$ cat config.mk
export PLATFORM = sky130hd
export DESIGN_NAME = ly_pulse_injector
export DESIGN_NICKNAME = d
export VERILOG_FILES = /design/src/rtl/ly_inj_pkg.sv /design/src/rtl/ly_inj_timer.sv /design/src/rtl/ly_pulse_injector.sv
export SDC_FILE = /design/constraint.sdc
export NUM_CORES = 1
export LEC_CHECK = 0
export CORE_UTILIZATION = 50
export CTS_BUF_LIST = sky130_fd_sc_hd__clkbuf_4 sky130_fd_sc_hd__clkbuf_8
export DETAILED_ROUTE_END_ITERATION = 8
export GPL_ROUTABILITY_DRIVEN = 0
export PLACE_DENSITY = 0.86
export SYNTH_ARGS = -nofsm -noshare
export SYNTH_HDL_FRONTEND = slang
export SYNTH_SLANG_ARGS = --single-unit
$ cat constraint.sdc
create_clock -name clk_i -period 2.6 [get_ports clk_i]
set_input_delay 0.26 -clock clk_i [delete_from_list [all_inputs] [get_ports clk_i]]
set_output_delay 0.26 -clock clk_i [all_outputs]
set_load 0.02 [all_outputs]
$ cat src/rtl/ly_inj_pkg.sv
// Shared constants for the anode-layer test-pulse injector: default widths and FSM state codes.
package ly_inj_pkg;

  localparam int LY_WIDTH = 32;
  localparam int LY_CNT_W = 8;
  localparam int LY_LEN_W = 4;

  typedef logic [1:0] state_t;

  localparam logic [1:0] ST_IDLE  = 2'd0;
  localparam logic [1:0] ST_ARM   = 2'd1;
  localparam logic [1:0] ST_PULSE = 2'd2;
  localparam logic [1:0] ST_GAP   = 2'd3;

endpackage

$ cat src/rtl/ly_inj_timer.sv
// Loadable down-counter; zero_o flags the last clock of an interval loaded as (length-1).
module ly_inj_timer #(
  parameter int W = 8
) (
  input  logic         clk_i,
  input  logic         rst_i,
  input  logic         load_i,
  input  logic [W-1:0] value_i,
  input  logic         en_i,
  output logic         zero_o
);

  localparam logic [W-1:0] ONE = W'(1);

  logic [W-1:0] cnt_q;

  always_ff @(posedge clk_i) begin
    if (rst_i)                    cnt_q <= '0;
    else if (load_i)              cnt_q <= value_i;
    else if (en_i && cnt_q != '0) cnt_q <= cnt_q - ONE;
  end

  assign zero_o = (cnt_q == '0);

endmodule

$ cat src/rtl/ly_pulse_injector.sv
// Test-pulse source for one anode layer: bursts of fixed-width pattern pulses separated by gaps,
// with a start/busy/done handshake and trig_stop gating of new pulse starts.
module ly_pulse_injector
  import ly_inj_pkg::*;
#(
  parameter int WIDTH = LY_WIDTH,
  parameter int CNT_W = LY_CNT_W,
  parameter int LEN_W = LY_LEN_W
) (
  input  logic             clk_i,
  input  logic             rst_i,
  input  logic             start_i,
  input  logic [WIDTH-1:0] pattern_i,
  input  logic [LEN_W-1:0] pulse_len_i,
  input  logic [CNT_W-1:0] gap_len_i,
  input  logic [CNT_W-1:0] repeat_n_i,
  input  logic             trig_stop_i,
  output logic [WIDTH-1:0] ly_o,
  output logic             busy_o,
  output logic             done_o,
  output logic [CNT_W-1:0] pulse_cnt_o
);

  localparam logic [CNT_W-1:0] CNT_ONE = CNT_W'(1);
  localparam logic [LEN_W-1:0] LEN_ONE = LEN_W'(1);

  state_t           state_q, state_d;
  logic [WIDTH-1:0] pat_q, pat_d, ly_q, ly_d;
  logic [LEN_W-1:0] plen_q, plen_d;
  logic [CNT_W-1:0] glen_q, glen_d, rep_q, rep_d, cnt_q, cnt_d;
  logic             busy_q, busy_d, done_q, done_d;
  logic             p_load, p_en, p_zero, g_load, g_en, g_zero;
  logic [LEN_W-1:0] p_val;
  logic [CNT_W-1:0] g_val, cnt_inc;

  // Timers count (len-1)..0 so a zero length behaves as one clock.
  assign p_val   = (plen_q == '0) ? '0 : plen_q - LEN_ONE;
  assign g_val   = (glen_q == '0) ? '0 : glen_q - CNT_ONE;
  assign cnt_inc = cnt_q + CNT_ONE;

  always_comb begin
    state_d = state_q;
    pat_d   = pat_q;
    plen_d  = plen_q;
    glen_d  = glen_q;
    rep_d   = rep_q;
    cnt_d   = cnt_q;
    busy_d  = busy_q;
    done_d  = 1'b0;
    ly_d    = '0;
    p_load  = 1'b0;
    p_en    = 1'b0;
    g_load  = 1'b0;
    g_en    = 1'b0;
    case (state_q)
      ST_IDLE: begin
        if (start_i) begin
          pat_d  = pattern_i;
          plen_d = pulse_len_i;
          glen_d = gap_len_i;
          rep_d  = repeat_n_i;
          cnt_d  = '0;
          if (repeat_n_i == '0) begin
            busy_d = 1'b0;
            done_d = 1'b1;
          end else begin
            busy_d  = 1'b1;
            state_d = ST_ARM;
          end
        end
      end
      ST_ARM: begin
        if (!trig_stop_i) begin
          state_d = ST_PULSE;
          ly_d    = pat_q;
          p_load  = 1'b1;
        end
      end
      ST_PULSE: begin
        if (p_zero) begin
          cnt_d = cnt_inc;
          if (cnt_inc == rep_q) begin
            state_d = ST_IDLE;
            busy_d  = 1'b0;
            done_d  = 1'b1;
          end else begin
            state_d = ST_GAP;
            g_load  = 1'b1;
          end
        end else begin
          ly_d = pat_q;
          p_en = 1'b1;
        end
      end
      default: begin
        if (g_zero) state_d = ST_ARM;
        else        g_en    = 1'b1;
      end
    endcase
  end

  always_ff @(posedge clk_i) begin
    if (rst_i) begin
      state_q <= ST_IDLE;
      pat_q   <= '0;
      plen_q  <= '0;
      glen_q  <= '0;
      rep_q   <= '0;
      cnt_q   <= '0;
      busy_q  <= 1'b0;
      done_q  <= 1'b0;
      ly_q    <= '0;
    end else begin
      state_q <= state_d;
      pat_q   <= pat_d;
      plen_q  <= plen_d;
      glen_q  <= glen_d;
      rep_q   <= rep_d;
      cnt_q   <= cnt_d;
      busy_q  <= busy_d;
      done_q  <= done_d;
      ly_q    <= ly_d;
    end
  end

  ly_inj_timer #(.W(LEN_W)) u_pulse_tmr (
    .clk_i   (clk_i),
    .rst_i   (rst_i),
    .load_i  (p_load),
    .value_i (p_val),
    .en_i    (p_en),
    .zero_o  (p_zero)
  );

  ly_inj_timer #(.W(CNT_W)) u_gap_tmr (
    .clk_i   (clk_i),
    .rst_i   (rst_i),
    .load_i  (g_load),
    .value_i (g_val),
    .en_i    (g_en),
    .zero_o  (g_zero)
  );

  assign ly_o        = ly_q;
  assign busy_o      = busy_q;
  assign done_o      = done_q;
  assign pulse_cnt_o = cnt_q;

endmodule

==> Implementation_results.wiki <==
{| class="wikitable"
! Metric !! Value
|-
| Final wirelength || about 10 mm
|-
| Highest Signal Layer || met4
|-
| Area growth, synth to finish || 26.2%
|-
| Clk_lat worst skew || 380 ps
|-
| Areal power density over the cells || 685 nW/µm²
|-
| Achievable Freq || 0.423 GHz
|-
| Flip-flop and latch count after synthesis || between 100 and 150
|-
| WL met1 || ~4.2 mm
|-
| Area enclosed by the die boundary || between 9000 and 10,000 µm²
|-
| Site row count || 34
|-
| Hold/Removal Path Class || input port to flip-flop
|-
| Minimum clock period after layout || roughly 2400 ps
|-
| TritonCTS clock tree || done
|-
| Antenna cell count || 0
|-
| Placement-stage worst setup slack || 167 ps
|-
| Router iterations before antenna repair || 4
|-
| Worst-margin pin slew || between 1000 and 1500 ps
|-
| Global-route wire length before repair || 17.1 mm
|-
| Top-level port count || 98
|-
| Via count of the first global-routing pass || 3,857
|-
| Share of post-route cells with drive strength above 1 || 0.0567
|-
| Die Wd || approximately 98 µm
|-
| Remaining DRCs || 0
|-
| Number of max-cap violations || 0
|-
| Initial Utilization || 0.520
|-
| Final standard cell utilization of the core || 0.657
|-
| Detailed-routed wire length on met2 || 5.05 mm
|-
| Top cell type by total area after synthesis || dfxtp_1
|-
| Netlist area before placement || 4560 µm²
|-
| Clk pin slew, worst setup/hold paths || 110 ps
|-
| Core Footprint || 8760 µm²
|-
| Setup repair after global routing missed its margin || no
|-
| Arrival time of data at the critical path endpoint || 2600 ps
|-
| Crit end category || flip-flop
|-
| Prevailing post-synth register cell || dfxtp_1
|-
| Cell area after placement || 5530 µm²
|-
| Final setup violation count || 0
|-
| Total nets after synthesis || 613
|-
| Bufs on Longest Clock Path || 2
|-
| Metal3 WL || between 400 and 500 µm
|-
| Port-buffer cells || 97
|-
| Xor/xnor cell area share of the yosys netlist || 0.0365
|-
| Post-route setup TNS || 0 ps
|-
| Overflow left after global routing || 0
|-
| Vias per Instance || about 5.4
|-
| Number of clock buffers inserted by TritonCTS || 9
|-
| DIE HEIGHT || between 90 and 100 µm
|-
| Post-synthesis instance total || 548
|-
| EDFF count, synth || 0
|-
| Total power || 3.94 mW
|-
| Root Buffer Master || clkbuf_8
|-
| Compound-gate portion of the synthesized area || 0.155
|-
| Global Route Usage Sum || 0.218
|-
| Sequential cell area fraction in the yosys report || 0.474
|-
| Top area cells in the synthesized netlist || dfxtp_1, nand2_1, a21oi_1
|-
| Distinct cell type count of the synthesized netlist || 55
|-
| Critical setup path kind || flip-flop to flip-flop
|-
| Vias || 3,988
|-
| Fin. Hold Viols || 0
|-
| Post-layout nets || between 600 and 700
|-
| Average wire per standard cell || 13.5 µm
|-
| Dpl hpwl || 7.22 mm
|-
| Area share of and/or/nand/nor cells after synthesis || 0.256
|-
| Post-synth ARST share || 0
|-
| Hold-fix buffers at CTS || 0
|-
| Share of cell area taken by muxes after synthesis || 0.00466
|-
| Count of H-tree levels built during CTS || 3
|-
| Crit share post-route || 0.910
|-
| Post-route worst setup slack || around 230 ps
|-
| Number of antenna violations at the first check in global routing || 0
|-
| Final design area excluding fillers || 5760 µm²
|-
| Pleak || 2.12 nW
|-
| CP required || 2830 ps
|-
| Combinational family with the most area after synthesis || simple AND/OR/NAND/NOR gates
|-
| Post-synthesis average cell area || 8.32 µm²
|-
| Iteration-0 DRC Markers || 130
|-
| Number of pins with negative max-slew slack in the final report || 0
|-
| Maximum fanout along the worst path || 11
|-
| Maximum number of pins on one net before global-route repair || 54
|-
| Synth warnings || 0
|-
| Share of the synthesized area in the top cell type || 0.474
|-
| Worst Clk Skew || 23.2 ps
|-
| Number of clock sinks || 108
|-
| Number of stages on the worst hold path || 2
|-
| Setup crit start kind || flip-flop
|-
| Number of nets still failing antenna checks after routing || 0
|-
| Path depth of the worst reg2reg path || 7
|-
| Arithmetic-cell share of the synthesized area counting full adders, half adders and majority gates || 0.0247
|-
| Worst VDD drop || between 0.4 and 0.5 mV
|-
| Relative slew margins || 0.285
|-
| Run status || complete, no violations
|}
flip-flops by register name, summed over array words and instances (netlist names):
register,count
busy_o,1
done_o,1
glen_q,8
ly_o,32
pat_q,32
plen_q,4
pulse_cnt_o,8
rep_q,8
state_q,2
u_gap_tmr.cnt_q,8
u_pulse_tmr.cnt_q,4
layer usage:
layer	up-vias	GRT usage
met5	-	0
met4	0	0.106
met3	25	0.0381
met2	107	0.385
met1	1854	0.254
li1	2002	-
worst max-delay path, stage by stage (launching register included):
cell	delay, ps
dfxtp_1	380
ha_1	330
or2b_1	260
or4_4	410
o311ai_2	120
a21oi_1	160
o21ai_0	390
o211ai_1	170
metrics by stage:
| stage | std cells | hold slack (ps) |
|---|---|---|
| 2_1_floorplan | 548 | 396 |
| 3_3_place_gp | 727 | 434 |
| 3_5_place_dp | 727 | 440 |
| 4_1_cts | 743 | 386 |
| 5_1_grt | 743 | 419 |
| 6_report | 743 | 405 |
placed cells by master (no fill, tap or decap), types with 4 or more instances in the layout:
cell type	count
nor2b_1	9
clkdlybuf4s50_1	96
nand2b_1	4
xor2_1	7
nor2_1	29
or4_1	8
o21ai_0	17
nand2_1	122
a211oi_1	4
nor3_1	9
a21oi_1	70
inv_1	12
nand3_1	7
and2_1	32
dfxtp_1	108
or3_1	8
xnor2_1	12
buf_4	6
clkbuf_8	9
ha_1	9
kinds of logic after synthesis:
group / after synthesis
simple gates: 245
xor+xnor: 19
compound gates: 121
buf+inv: 44
flops: 108
mux: 2
fa+ha+maj: 9
where the power goes:
group / leakage, nW / switching [mW] / internal [mW] / total [mW]
sequential: 0.879 / 0.114 / 1.82 / 1.93
combinational: 1.14 / 0.590 / 0.407 / 0.996
clock: 0.106 / 0.624 / 0.391 / 1.01
cells in the mapped netlist (2+ instances only):
cell	n
a211oi_1	4
a21oi_1	72
a22oi_1	2
and2_1	33
buf_2	2
buf_6	3
clkbuf_1	23
dfxtp_1	108
ha_1	9
inv_1	12
nand2_1	122
nand2b_1	4
nand3_1	7
nor2_1	29
nor2b_1	9
nor3_1	9
nor4_1	2
o211ai_1	2
o21a_1	3
o21ai_0	17
o21ai_1	3
o21bai_1	2
o31a_1	2
o31ai_1	3
o41ai_1	3
or2b_1	3
or3_1	8
or4_1	8
xnor2_1	12
xor2_1	7
repair_timing:
item,4_1_cts,5_1_grt
setup endpoints to repair,0,3
setup buffers,0,0
endpoints found under the hold margin,0,0
gates resized for setup,0,2
worst paths after layout:
check / startpoint / to / slack, ps
max: pulse_cnt_o[1] / state_q[1] / 230
min reg2reg: pat_q[5] / pat_q[5] / 460
min: rst_i / pulse_cnt_o[0] / 400
max reg2reg: pulse_cnt_o[1] / state_q[1] / 230
area by class of cell:
cell class                 count  area, µm²
clock buffer                   9        124
inverter                      12       45.0
clock inverter                 7       88.8
sequential                   108       2160
timing repair buffer         103       1010
multi-input combinational    396       2190
tap                          108        135
fill                         715       3010
Note: power is estimated with default switching activity, not from simulation.
